`src/rtl/btb_pkg.sv`:
```
// Shared op codes, controller states and a priority-encoder helper for the BTB array.
package btb_pkg;

  // Op codes on the shared entry bus; the entry slices decode the same values.
  localparam logic [2:0] OP_IDLE       = 3'b000;
  localparam logic [2:0] OP_CLEAR      = 3'b001;
  localparam logic [2:0] OP_LOOKUP     = 3'b100;
  localparam logic [2:0] OP_VERIFY_FT  = 3'b010;
  localparam logic [2:0] OP_VERIFY_TGT = 3'b011;
  localparam logic [2:0] OP_INSERT_FT  = 3'b110;
  localparam logic [2:0] OP_INSERT_TGT = 3'b111;

  typedef enum logic [1:0] {
    S_IDLE   = 2'd0,
    S_CHECK  = 2'd1,
    S_UPDATE = 2'd2,
    S_CLEAR  = 2'd3
  } state_e;

  // Index of the lowest set bit; 0 when no bit is set (callers qualify with |vec).
  function automatic logic [3:0] lowest_idx(input logic [15:0] vec);
    logic [3:0] idx;
    idx = '0;
    for (int i = 15; i >= 0; i--) begin
      if (vec[i]) idx = 4'(i);
    end
    return idx;
  endfunction

endpackage

```
`src/rtl/btb_victim_sel.sv`:
```
// Victim selection: lowest empty entry first, otherwise a round-robin pointer.
module btb_victim_sel
  import btb_pkg::*;
#(
  parameter int unsigned ENTRIES = 4,
  parameter int unsigned IDX_W   = $clog2(ENTRIES)
) (
  input  logic               clk,
  input  logic               rst_n,
  input  logic [ENTRIES-1:0] i_empty,
  input  logic               i_adv,
  input  logic               i_clr,
  output logic [IDX_W-1:0]   o_victim,
  output logic               o_evict
);

  logic [IDX_W-1:0] r_rr;
  logic [15:0]      w_empty_ext;

  // Pick the lowest empty slot; fall back to the pointer only when every entry is valid.
  always_comb begin
    w_empty_ext = 16'(i_empty);
    o_evict     = ~|i_empty;
    o_victim    = o_evict ? r_rr : IDX_W'(lowest_idx(w_empty_ext));
  end

  // Pointer moves only on a real eviction; ENTRIES is a power of two so the add wraps.
  always_ff @(posedge clk or negedge rst_n) begin
    if (!rst_n) begin
      r_rr <= '0;
    end else if (i_clr) begin
      r_rr <= '0;
    end else if (i_adv) begin
      r_rr <= r_rr + 1'b1;
    end
  end

endmodule

```
`src/rtl/btb_ctrl.sv`:
```
// BTB array controller: fetch-time prediction plus verify/insert sequencing of resolutions.
module btb_ctrl
  import btb_pkg::*;
#(
  parameter int unsigned ENTRIES = 4,
  parameter int unsigned IDX_W   = $clog2(ENTRIES)
) (
  input  logic                  clk,
  input  logic                  rst_n,
  input  logic [15:0]           fetch_pc,
  output logic                  pred_valid,
  output logic                  pred_taken,
  output logic [15:0]           pred_target,
  input  logic                  res_valid,
  output logic                  res_ready,
  input  logic [15:0]           res_pc,
  input  logic                  res_taken,
  input  logic [15:0]           res_target,
  input  logic                  clr_req,
  output logic                  clr_done,
  output logic [15:0]           btb_pc,
  output logic [2:0]            btb_op,
  output logic [ENTRIES-1:0]    btb_en,
  output logic [11:0]           btb_in_pc,
  output logic [15:0]           btb_in_target,
  input  logic [ENTRIES-1:0]    ent_hit,
  input  logic [ENTRIES-1:0]    ent_pred,
  input  logic [ENTRIES-1:0]    ent_empty,
  input  logic [16*ENTRIES-1:0] ent_target
);

  state_e               r_state, w_state_d;
  logic [15:0]          r_res_pc, r_res_target;
  logic                 r_res_taken;
  logic                 r_hit, r_evict;
  logic [IDX_W-1:0]     r_hit_idx, r_victim;
  logic [2:0]           r_op, w_op_d;
  logic [ENTRIES-1:0]   r_en, w_en_d;
  logic [11:0]          r_in_pc;
  logic [15:0]          r_in_target;
  logic                 r_clr_done, w_clr_done_d;
  logic                 w_accept, w_start_clr, w_any_hit, w_rr_adv, w_rr_clr, w_evict;
  logic [IDX_W-1:0]     w_hit_idx, w_victim;
  logic [ENTRIES-1:0]   w_one;

  btb_victim_sel #(
    .ENTRIES (ENTRIES),
    .IDX_W   (IDX_W)
  ) u_victim_sel (
    .clk      (clk),
    .rst_n    (rst_n),
    .i_empty  (ent_empty),
    .i_adv    (w_rr_adv),
    .i_clr    (w_rr_clr),
    .o_victim (w_victim),
    .o_evict  (w_evict)
  );

  // Handshake and prediction qualifiers; both forced low while reset is held.
  always_comb begin
    res_ready   = rst_n & (r_state == S_IDLE) & ~clr_req;
    pred_valid  = rst_n & (r_state == S_IDLE);
    w_accept    = res_valid & res_ready;
    // r_clr_done masks the cycle where the requester is still seeing its done pulse.
    w_start_clr = (r_state == S_IDLE) & clr_req & ~r_clr_done;
  end

  // Lowest-index hit drives the prediction and the shared lookup PC mux.
  always_comb begin
    w_any_hit   = |ent_hit;
    w_hit_idx   = IDX_W'(lowest_idx(16'(ent_hit)));
    pred_taken  = w_any_hit & ent_pred[w_hit_idx];
    pred_target = w_any_hit ? ent_target[{w_hit_idx, 4'b0000} +: 16] : '0;
    btb_pc      = ((r_state == S_CHECK) || (r_state == S_UPDATE)) ? r_res_pc : fetch_pc;
  end

  // Next state and the op to launch on the coming rising edge.
  always_comb begin
    w_state_d    = r_state;
    w_op_d       = OP_LOOKUP;
    w_en_d       = '0;
    w_clr_done_d = 1'b0;
    w_rr_adv     = 1'b0;
    w_rr_clr     = 1'b0;
    w_one        = ENTRIES'(1);
    unique case (r_state)
      S_IDLE: begin
        if (w_start_clr)   w_state_d = S_CLEAR;
        else if (w_accept) w_state_d = S_CHECK;
      end
      S_CHECK: w_state_d = S_UPDATE;
      S_UPDATE: begin
        w_state_d = S_IDLE;
        if (r_hit) begin
          w_en_d = w_one << r_hit_idx;
          w_op_d = r_res_taken ? OP_VERIFY_TGT : OP_VERIFY_FT;
        end else if (r_res_taken) begin
          w_en_d   = w_one << r_victim;
          w_op_d   = OP_INSERT_TGT;
          w_rr_adv = r_evict;
        end else begin
          w_op_d = OP_IDLE;
        end
      end
      S_CLEAR: begin
        w_state_d    = S_IDLE;
        w_op_d       = OP_CLEAR;
        w_en_d       = '1;
        w_clr_done_d = 1'b1;
        w_rr_clr     = 1'b1;
      end
      default: w_state_d = S_IDLE;
    endcase
  end

  // State, accepted resolution and the hit/victim snapshot taken in S_CHECK.
  always_ff @(posedge clk or negedge rst_n) begin
    if (!rst_n) begin
      r_state      <= S_IDLE;
      r_res_pc     <= '0;
      r_res_taken  <= 1'b0;
      r_res_target <= '0;
      r_hit        <= 1'b0;
      r_hit_idx    <= '0;
      r_victim     <= '0;
      r_evict      <= 1'b0;
    end else begin
      r_state <= w_state_d;
      if (w_accept && !w_start_clr) begin
        r_res_pc     <= res_pc;
        r_res_taken  <= res_taken;
        r_res_target <= res_target;
      end
      if (r_state == S_CHECK) begin
        r_hit     <= w_any_hit;
        r_hit_idx <= w_hit_idx;
        r_victim  <= w_victim;
        r_evict   <= w_evict;
      end
    end
  end

  // Entry-facing outputs launch on the rising edge so entries see them stable at the fall.
  always_ff @(posedge clk or negedge rst_n) begin
    if (!rst_n) begin
      r_op        <= OP_IDLE;
      r_en        <= '0;
      r_clr_done  <= 1'b0;
      r_in_pc     <= '0;
      r_in_target <= '0;
    end else begin
      r_op        <= w_op_d;
      r_en        <= w_en_d;
      r_clr_done  <= w_clr_done_d;
      r_in_pc     <= {1'b0, r_res_pc[15:5]};
      r_in_target <= r_res_target;
    end
  end

  assign btb_op        = r_op;
  assign btb_en        = r_en;
  assign clr_done      = r_clr_done;
  assign btb_in_pc     = r_in_pc;
  assign btb_in_target = r_in_target;

endmodule

```
`config.mk`:
```
export PLATFORM = sky130hd
export DESIGN_NAME = btb_ctrl
export DESIGN_NICKNAME = d
export VERILOG_FILES = /design/src/rtl/btb_pkg.sv /design/src/rtl/btb_victim_sel.sv /design/src/rtl/btb_ctrl.sv
export SDC_FILE = /design/constraint.sdc
export NUM_CORES = 1
export LEC_CHECK = 0
export ABC_AREA = 1
export ABC_CLOCK_PERIOD_IN_PS = 2400
export BUFFER_PORTS_ARGS = -buffer_cell sky130_fd_sc_hd__buf_2
export CORE_UTILIZATION = 46
export DETAILED_ROUTE_END_ITERATION = 16
export PLACE_DENSITY = 0.84
export REMOVE_ABC_BUFFERS = 1
export SLEW_MARGIN = 20
export SYNTH_ARGS = -nofsm -noshare
export SYNTH_HDL_FRONTEND = slang
export SYNTH_SLANG_ARGS = --single-unit
```
`constraint.sdc`:
```
create_clock -name clk -period 2.4 [get_ports clk]
set_clock_uncertainty 0.2 [all_clocks]
set_input_delay 0.36 -clock clk [delete_from_list [all_inputs] [get_ports clk]]
set_output_delay 0.36 -clock clk [all_outputs]
set_load 0.005 [all_outputs]
```
==> impl_metrics.ini <==
[sta]
maxSlewHeadroom = 0.381
final_hold_viol_count = 0
fin_setup_tns_ns = 0
tightest_slew_ns = 0.929
setup_viol_count_final = 0
maxSlewViolCount = 0
hold_ws_ns = 0.0385
period_share = 0.976
layout_min_cycle_time_ns = 2.34
worst_slack_ns = 0.0582
clock.fmax_mhz = 427

[clocking]
cts_buffers = 9
cts.clk_slew.worst_paths_ns = 0.08
cts_tree = built
cts_max_path_buffers = 2
cts_max_level = 3
cts-hold-fix-buffers = 0
cts_root_buffer = clkbuf_8
numClockSinks = 78
clock_latency_ns = 0.34

[die]
dieWidth_um = 94.8
die_area_mm2 = 0.00898
initial_utilization = 0.479
dieHeight_um = 94.8
io_pins = 200
core_mm2 = 0.00826
num_rows = 33

[yosys]
ys_types = 33
syn_avg_cell_area_um2 = 9.92
synth_area_leaders = dfrtp_1, mux2_4, inv_1
synthTopCellsByCount = dfrtp_1, inv_1, nand3_1
synth_top_cell_by_area = dfrtp_1
synth_edf_count = 0
syn_inst = 399
syn_area_mm2 = 0.00396
synth.most_common_cell = dfrtp_1
synth_top_area_share = 0.493
synthFlopType = dfrtp_1
seq_area_frac_synth = 0.493
synth_warnings = 0
async_flop_share = 1.00
synth-seq-cells = 78

[pwr]
ir_drop_mv = 0.417
finalPower_mw = 5.57
p_leak_nw = 3.02
powerDensity_mw_per_mm2 = 1050

[worst_setup_path]
crit_path_start_kind = flip-flop
end_kind = output port
slowest_stage = dfrtp_1
critPathTopFamily = flip-flops
crit_path_max_fanout = 16
worstPathRequired_ns = 1.84
cp_data_arrival_time_ns = 1.78
crit_chain = inv_1 > ha_1 > buf_12 > mux2_2 > buf_2
critical_path.max_stage_delay_ns = 0.39
crit_buf_inv = 3
path_class = reg -> out

[place]
gp_congestion = 0.879
pre_cts_ws_ns = 0.261
dp_hpwl_mm = 8.04
dp.cells = 691
portBuffers = 198
placed_cell_area_mm2 = 0.00504

[grt]
antenna_found_initial = 0
grt_usage = 0.236
grt_pass1_vias = 3333
grt_max_degree = 79
grt_first_pass_wirelength_mm = 15.7
gr-total-overflow = 0

[final_layout]
syn2layout_area_growth_pct = 34.4
fin_area_mm2 = 0.00532
layout-drive-gt1-share = 0.467
final_util = 0.644
final_cells = 709
num_antenna_cells = 0
fillCellCount = 685
layout.nets = 732

[routing]
drt_iter0_markers = 163
postRouteAntennaNets = 0
wl_met2_mm = 5.33
wl_per_cell_um = 15.0
via_per_inst = 5.06
routed-wl-met3_um = 929
vias = 3584
wirelength_mm = 10.6
top_layer = met4
drc = 0
drt-met1-wl_mm = 3.92
dr.pass1.iters = 4

[worst_hold_path]
hp-class = in -> reg

[outcome]
status = finished clean

[flow_run]
maxCapViolations = 0
what timing repair did:
action | 4_1_cts | 5_1_grt
resized for setup | 1 | 2
setup endpoints to repair | 16 | 16
hold endpoints to repair | 0 | 0
buffers inserted | 0 | 2
final timing paths:
path / cells after the start / end / from / slack [ns]
hold reg to reg: 0 / btb_in_target[0] / r_res_target[0] / 0.18
setup reg to reg: 7 / r_res_target[5] / r_state[1] / 0.40
hold / removal: 2 / r_res_pc[7] / res_pc[7] / 0.04
setup / recovery: 5 / btb_pc[10] / r_state[1] / 0.06
min in group asynchronous: 2 / r_res_pc[10] / rst_n / 0.05
max in group asynchronous: 2 / r_state[0] / rst_n / 1.33
kinds of logic after synthesis:
group,after synthesis,share of synthesized area
AO/OA/AOI/OAI,42,0.0572
other,1,0.000948
multiplexers,48,0.162
AND/OR/NAND/NOR,132,0.172
XOR/XNOR,1,0.00221
flip-flops,78,0.493
adder cells (fa/ha/maj),4,0.0126
buffers and inverters,93,0.0993
routing by layer:
metal / GRT usage / vias up
li1: - / 1694
met1: 0.242 / 1659
met2: 0.427 / 198
met3: 0.0684 / 33
met4: 0.131 / 0
met5: 0 / -
cells in the final DEF (no fill, tap or decap), drive strengths merged, types with 2 or more instances in the layout:
cell    netlist  layout
nor2          7       7
bufinv        0       3
nor3          5       5
mux2         48      48
clkinv        1       2
o21ai        15      15
nand3        53      53
o311ai        2       2
nand4         3       3
inv          74      75
a21oi        21      21
nand3b       17      17
nand2        46      46
ha            4       4
clkbuf        2      10
dfrtp        78      78
buf          16     207
registers in the layout, summed over array words and instances (netlist names):
signal	flops
u_victim_sel.r_rr	2
r_res_taken	1
r_state	2
r_res_target	16
r_hit	1
btb_in_target	16
btb_en	4
r_hit_idx	2
clr_done	1
btb_in_pc	11
r_res_pc	16
btb_op	3
r_victim	2
r_evict	1
worst register-to-register path: stages (launching register included):
cell,delay [ns]
dfrtp_1,0.41
inv_1,0.09
ha_1,0.23
nand2_2,0.10
nor2_4,0.11
nand2_4,0.18
buf_12,0.24
mux2_4,0.31
report_power, final:
group	internal, mW	switching, mW	total (mW)
sequential	1.94	0.325	2.27
clock	0.728	0.482	1.21
combinational	1.19	0.908	2.10
total	3.86	1.71	5.57
cell type report:
cell class | instances | area, um^2 | share of cell area
flip-flops and latches | 78 | 1950 | 0.367
multi-input cells | 228 | 1610 | 0.303
repair buffers | 207 | 1090 | 0.204
inverters | 75 | 283 | 0.0532
clock buffers | 10 | 138 | 0.0259
well taps | 105 | 131 | 0.0247
clock inverters | 6 | 118 | 0.0221
Power figures use the tool's default switching activity.
